$ cat config.mk
export PLATFORM = sky130hd
export DESIGN_NAME = dmem_arbiter
export DESIGN_NICKNAME = d
export VERILOG_FILES = /design/src/rtl/dmem_arbiter.sv
export SDC_FILE = /design/constraint.sdc
export NUM_CORES = 1
export LEC_CHECK = 0
export CAP_MARGIN = 20
export CORE_MARGIN = 5
export CORE_UTILIZATION = 43
export CTS_CLUSTER_DIAMETER = 30
export DETAILED_ROUTE_END_ITERATION = 10
export PLACE_DENSITY = 0.82
export SLEW_MARGIN = 20
export SYNTH_ARGS = -nofsm -noshare
export SYNTH_HDL_FRONTEND = slang
export SYNTH_SLANG_ARGS = --single-unit
$ cat constraint.sdc
create_clock -name clock -period 1.7 [get_ports clock]
set_input_delay 0.255 -clock clock [delete_from_list [all_inputs] [get_ports clock]]
set_output_delay 0.255 -clock clock [all_outputs]
set_load 0.03 [all_outputs]
$ cat src/rtl/dmem_arbiter.sv
// dmem_arbiter: two-port arbiter/sequencer in front of the single-cycle data
// memory. Each granted request is latched, given exactly one memory access
// cycle, then answered with a one-cycle ack and registered read data.
// Ties between the ports are broken round-robin.
// Optional build macro DMEM_ARB_ADDR_CHECK_EN: reject unaligned or
// out-of-range (addr >= 1 KiB) requests with an ack+err pulse instead of
// touching memory.
module dmem_arbiter #(
    parameter int ADDR_W      = 16,
    parameter int DATA_W      = 32,
    parameter bit INIT_PRIO_B = 1'b0
) (
    input  logic              clock,
    input  logic              rst,
    // port A (CPU load/store)
    input  logic              a_req,
    input  logic              a_we,
    input  logic [ADDR_W-1:0] a_addr,
    input  logic [DATA_W-1:0] a_wdata,
    output logic              a_ack,
    output logic [DATA_W-1:0] a_rdata,
    output logic              a_err,
    // port B (loader / debug / DMA)
    input  logic              b_req,
    input  logic              b_we,
    input  logic [ADDR_W-1:0] b_addr,
    input  logic [DATA_W-1:0] b_wdata,
    output logic              b_ack,
    output logic [DATA_W-1:0] b_rdata,
    output logic              b_err,
    // memory side
    output logic [ADDR_W-1:0] mem_addr,
    output logic [DATA_W-1:0] mem_writeData,
    output logic              mem_memWrite,
    output logic              mem_memRead,
    input  logic [DATA_W-1:0] mem_readData,
    output logic              busy
);

    typedef enum logic [1:0] {
        IDLE     = 2'd0,
        ACCESS_A = 2'd1,
        ACCESS_B = 2'd2
    } state_t;

    state_t            r_state;
    // 1 means port B wins the next tie (port A was granted last)
    logic              r_prio_b;
    logic              r_we;
    logic [ADDR_W-1:0] r_addr;
    logic [DATA_W-1:0] r_wdata;
    logic              r_a_ack;
    logic              r_b_ack;
    logic [DATA_W-1:0] r_a_rdata;
    logic [DATA_W-1:0] r_b_rdata;

    logic              w_eff_a;
    logic              w_eff_b;
    logic              w_grant_b;
    logic              w_sel_we;
    logic [ADDR_W-1:0] w_sel_addr;
    logic [DATA_W-1:0] w_sel_wdata;

    // A port still holding req during its own ack cycle is not a new request
    assign w_eff_a     = a_req & ~r_a_ack;
    assign w_eff_b     = b_req & ~r_b_ack;
    assign w_grant_b   = w_eff_b & (~w_eff_a | r_prio_b);
    assign w_sel_we    = w_grant_b ? b_we    : a_we;
    assign w_sel_addr  = w_grant_b ? b_addr  : a_addr;
    assign w_sel_wdata = w_grant_b ? b_wdata : a_wdata;

`ifdef DMEM_ARB_ADDR_CHECK_EN
    logic r_a_err;
    logic r_b_err;
    logic w_bad;

    assign w_bad = (w_sel_addr[1:0] != 2'b00) || (w_sel_addr[ADDR_W-1:10] != '0);
    assign a_err = r_a_err;
    assign b_err = r_b_err;
`else
    assign a_err = 1'b0;
    assign b_err = 1'b0;
`endif

    // Strobes decode from state so reset removes them without waiting for a clock
    assign busy          = (r_state != IDLE);
    assign mem_memWrite  = busy &  r_we;
    assign mem_memRead   = busy & ~r_we;
    assign mem_addr      = r_addr;
    assign mem_writeData = r_wdata;
    assign a_ack         = r_a_ack;
    assign b_ack         = r_b_ack;
    assign a_rdata       = r_a_rdata;
    assign b_rdata       = r_b_rdata;

    // Arbitration FSM: grant in IDLE, one access cycle, then ack and return data
    always_ff @(posedge clock or negedge rst) begin
        if (!rst) begin
            r_state   <= IDLE;
            r_prio_b  <= INIT_PRIO_B;
            r_we      <= 1'b0;
            r_addr    <= '0;
            r_wdata   <= '0;
            r_a_ack   <= 1'b0;
            r_b_ack   <= 1'b0;
            r_a_rdata <= '0;
            r_b_rdata <= '0;
`ifdef DMEM_ARB_ADDR_CHECK_EN
            r_a_err   <= 1'b0;
            r_b_err   <= 1'b0;
`endif
        end else begin
            r_a_ack <= 1'b0;
            r_b_ack <= 1'b0;
`ifdef DMEM_ARB_ADDR_CHECK_EN
            r_a_err <= 1'b0;
            r_b_err <= 1'b0;
`endif
            case (r_state)
                IDLE: begin
                    if (w_eff_a | w_eff_b) begin
`ifdef DMEM_ARB_ADDR_CHECK_EN
                        if (w_bad) begin
                            // rejected: answer next cycle without a memory cycle
                            if (w_grant_b) begin
                                r_b_ack <= 1'b1;
                                r_b_err <= 1'b1;
                            end else begin
                                r_a_ack <= 1'b1;
                                r_a_err <= 1'b1;
                            end
                            r_prio_b <= ~w_grant_b;
                        end else
`endif
                        begin
                            r_we    <= w_sel_we;
                            r_addr  <= w_sel_addr;
                            r_wdata <= w_sel_wdata;
                            r_state <= w_grant_b ? ACCESS_B : ACCESS_A;
                        end
                    end
                end
                ACCESS_A: begin
                    r_a_ack <= 1'b1;
                    if (!r_we) r_a_rdata <= mem_readData;
                    r_prio_b <= 1'b1;
                    r_state  <= IDLE;
                end
                ACCESS_B: begin
                    r_b_ack <= 1'b1;
                    if (!r_we) r_b_rdata <= mem_readData;
                    r_prio_b <= 1'b0;
                    r_state  <= IDLE;
                end
                default: r_state <= IDLE;
            endcase
        end
    end

endmodule

==> summary.txt <==
Power
  • Cell-internal power: 0.0111 W
  • Proportion of power drawn by the clock network: 18.0%
  • Static leakage power: 4.49 nW
  • Worst VDD drop: 1020 uV
  • Switching power summed over all nets: 0.00834 W
  • Power density over cell area: 2070 mW/mm^2
  • Combinational group share of total power: 55.8%
  • Design Power: 0.0194 W
  • Switch share: 42.9%
  • Sequential share of power: 26.2%

Timing
  • Setup Viol. Count Final: 0
  • Final-report hold violation count: 0
  • Crit path time final: 1.67 ns
  • Post-route fraction of the period consumed by the critical path: 98.1%
  • Max-slew violation count: 0
  • Maximum frequency from static timing analysis: 0.600 GHz
  • Worst hold slack after final layout: 0.368 ns
  • Final Skew: 0.00636 ns

Synth
  • Count of cell types in the netlist: 27
  • Most frequently used flop master after synthesis: sky130_fd_sc_hd__dfrtp_1
  • Portion of the post-synthesis area used by sequential elements: 51.0%
  • YS warnings: 0
  • Proportion of synthesized flip-flops having asynchronous set or reset: 100%
  • Number of cells produced by synthesis: 506
  • Cell types with the largest area share after synthesis: sky130_fd_sc_hd__dfrtp_1 (51%), sky130_fd_sc_hd__mux2_2 (12%), sky130_fd_sc_hd__and3b_1 (7.4%)
  • Flops & latches, synth: 118
  • Most instantiated library cell after synthesis: sky130_fd_sc_hd__dfrtp_1
  • Top-area cell type share of the netlist area: 51.0%
  • Biggest area consumer among synthesized cells: sky130_fd_sc_hd__dfrtp_1
  • Post-synthesis instance area: 0.00579 mm^2
  • Leading cell types by count after synthesis: sky130_fd_sc_hd__dfrtp_1 (118), sky130_fd_sc_hd__mux2_2 (61), sky130_fd_sc_hd__inv_1 (51)
  • Number of synthesized flops with an enable pin: 0
  • Average instance area after synthesis: 11.4 um^2

Setup path
  • Delay contributed by the slowest stage of the critical path: 0.67 ns
  • Worst endpoint required time: 1.44 ns
  • Largest fanout on the critical path: 2
  • Capturing element type of the critical path: primary output
  • WP depth: 1
  • CP max-delay cell: sky130_fd_sc_hd__clkdlybuf4s50_1
  • Worst Setup Path Type: reg2out
  • CP delay by family, top: buffers and inverters
  • Type of origin of the critical path: register
  • Register-to-Register Path Depth: 5
  • Cell-by-cell trace of the critical path: clkdlybuf4s50_1
  • Sum of buffers and inverters on the critical path: 1
  • Arrival time of data at the critical path endpoint: 1.41 ns

Status
  • Outcome: finished, final reports clean

GRT
  • Routing layer with the top usage in global route: met2
  • Via count of the first global-routing pass: 5482
  • Global-route met3 utilization: 6.56%
  • Met2 GRT Util: 37.4%
  • Largest net degree at the start of global routing: 51
  • Antenna violations before repair: 0
  • Global routing usage summed across all routing layers: 23.0%
  • Met1 usage in global routing: 29.3%
  • GRT overflow: 0
  • Wire length of the first global-routing pass: 29100 um

Clocking
  • Clock sink total: 118
  • Clock network latency to the later pin of the worst-skew pair: 0.40 ns
  • Clock transition at the register clock pins on the worst setup and hold paths after CTS: 0.06 ns
  • Number of buffers on the longest clock path: 2
  • CTS tree: yes
  • Cell at the root of the clock tree: sky130_fd_sc_hd__clkbuf_16
  • TritonCTS Buffers: 17
  • H-tree lvl count: 4

Finish
  • Area added between synthesis and finish: 61.9%
  • Antenna Cells: 0
  • Final layout net count: 893
  • Non-Filler Instances: 945
  • Final standard cell area without fillers: 0.00937 mm^2
  • Share of post-route cells with drive strength above 1: 20.8%

Placed design
  • Placed instance area: 0.00865 mm^2
  • Placed instance count: 905
  • Placer's final routability congestion estimate: 0.866
  • Post-detail-place hpwl: 13300 um
  • Port Buf Inserts: 250

Floorplan
  • Row count: 42
  • Top-level port count: 253
  • DIE HEIGHT: 126 um
  • Floorplan die area: 0.0159 mm^2
  • Core area: 0.0132 mm^2
  • Starting density of the core: 43.7%
  • Chip width: 126 um

Detailed routing
  • Vias per cell: 5.52
  • Count of nets left with antenna violations after detail routing: 0
  • Detailed-route via count: 5221
  • DRC errors left: 0
  • Number of optimization iterations in the first detailed-route pass: 5
  • Number of DRC markers after the initial detailed-route iteration: 389
  • Drt total wl: 18800 um
  • Routed len/inst: 19.8 um

Run
  • Max-cap check violation count: 0

Worst hold path
  • Min-delay worst type: in2async
-- cells by family (layout without fill, tap and decap cells) --
kind of cell               after synthesis  count (layout)  share of synthesized area [%]
AOI/OAI and AO/OA                      151             151                           19.6
adders and majority gates                3               3                          0.649
buffers and inverters                  109             371                           7.79
DFF                                    118             118                           51.0
muxes                                   64              64                           12.5
other                                    1               2                         0.0648
and+or+nand+nor                         60              60                           8.41
-- routing by layer --
metal | wire, um | share of wire [%]
met5 | 0 | 0
met4 | 425 | 2.3
met3 | 1550 | 8.2
met2 | 9030 | 48
met1 | 7750 | 41
-- worst paths after layout --
check / start / to / slack (ns)
max: a_rdata[9] / a_rdata[9] / 0.03
min: rst / b_rdata[17] / 0.37
max reg2reg: r_state[1] / a_rdata[6] / 0.12
min reg2reg: a_rdata[7] / a_rdata[7] / 0.49
max in group asynchronous: rst / a_rdata[26] / 0.70
min in group clock: a_wdata[11] / mem_writeData[11] / 0.43
-- repair_timing --
action	in CTS	in global routing
endpoints found under the hold margin	29	0
resized for setup	78	42
setup buffers	1	5
hold buffers	1	0
endpoints found under the setup margin	76	54
pin swaps	1	0
gates cloned	1	0
-- power by group through the flow --
stage / Sequential (W) / Clock, W / Combinational, W
finish: 0.00509 / 0.00349 / 0.0108
detailed placement: 0.00514 / 0 / 0.0111
global placement: 0.00508 / 0 / 0.0109
floorplan: 0.00775 / 0 / 0.00374
CTS: 0.00511 / 0.00355 / 0.0107
global route: 0.00526 / 0.00368 / 0.0115
-- state kept, by name (all words and copies together) (netlist names) --
signal,cells
mem_writeData,32
r_state,2
b_rdata,32
mem_addr,16
r_prio_b,1
a_rdata,32
b_ack,1
a_ack,1
r_we,1
-- final cells by class --
cell class / count / area [um^2]
Sequential cell: 118 / 2950
Inverter: 52 / 195
Fill cell: 952 / 3870
Timing Repair Buffer: 287 / 2950
Clock inverter: 14 / 150
Clock buffer: 18 / 429
Tap cell: 176 / 220
Multi-Input combinational cell: 280 / 2470
-- layout by cell type, fill, tap and decap left out, drive strengths merged, types with 2 or more instances in the layout --
master         instances
ha                     3
inv                   55
o21ai                 49
nor2                   5
a22oi                 49
mux2                  64
dfrtp                118
and3b                 49
clkdlybuf4s50        138
a221oi                49
bufinv                 2
clkinvlp               6
clkbuf                18
dlymetal6s2s          33
dlygate4sd2           74
nand2b                 2
conb                   2
clkinv                 3
buf                   40
-- metrics by stage --
stage,utilization (%),setup TNS [ns],setup WS [ns]
final,70.7,0,0.0330
after CTS,69.5,0,0.000228
after detailed placement,65.3,-12.27,-0.296
after floorplan,-,0,0.0127
after global routing,70.7,-0.0175,-0.0175
after global placement,65.3,-10.46,-0.246
Note: power is estimated with default switching activity, not from simulation.
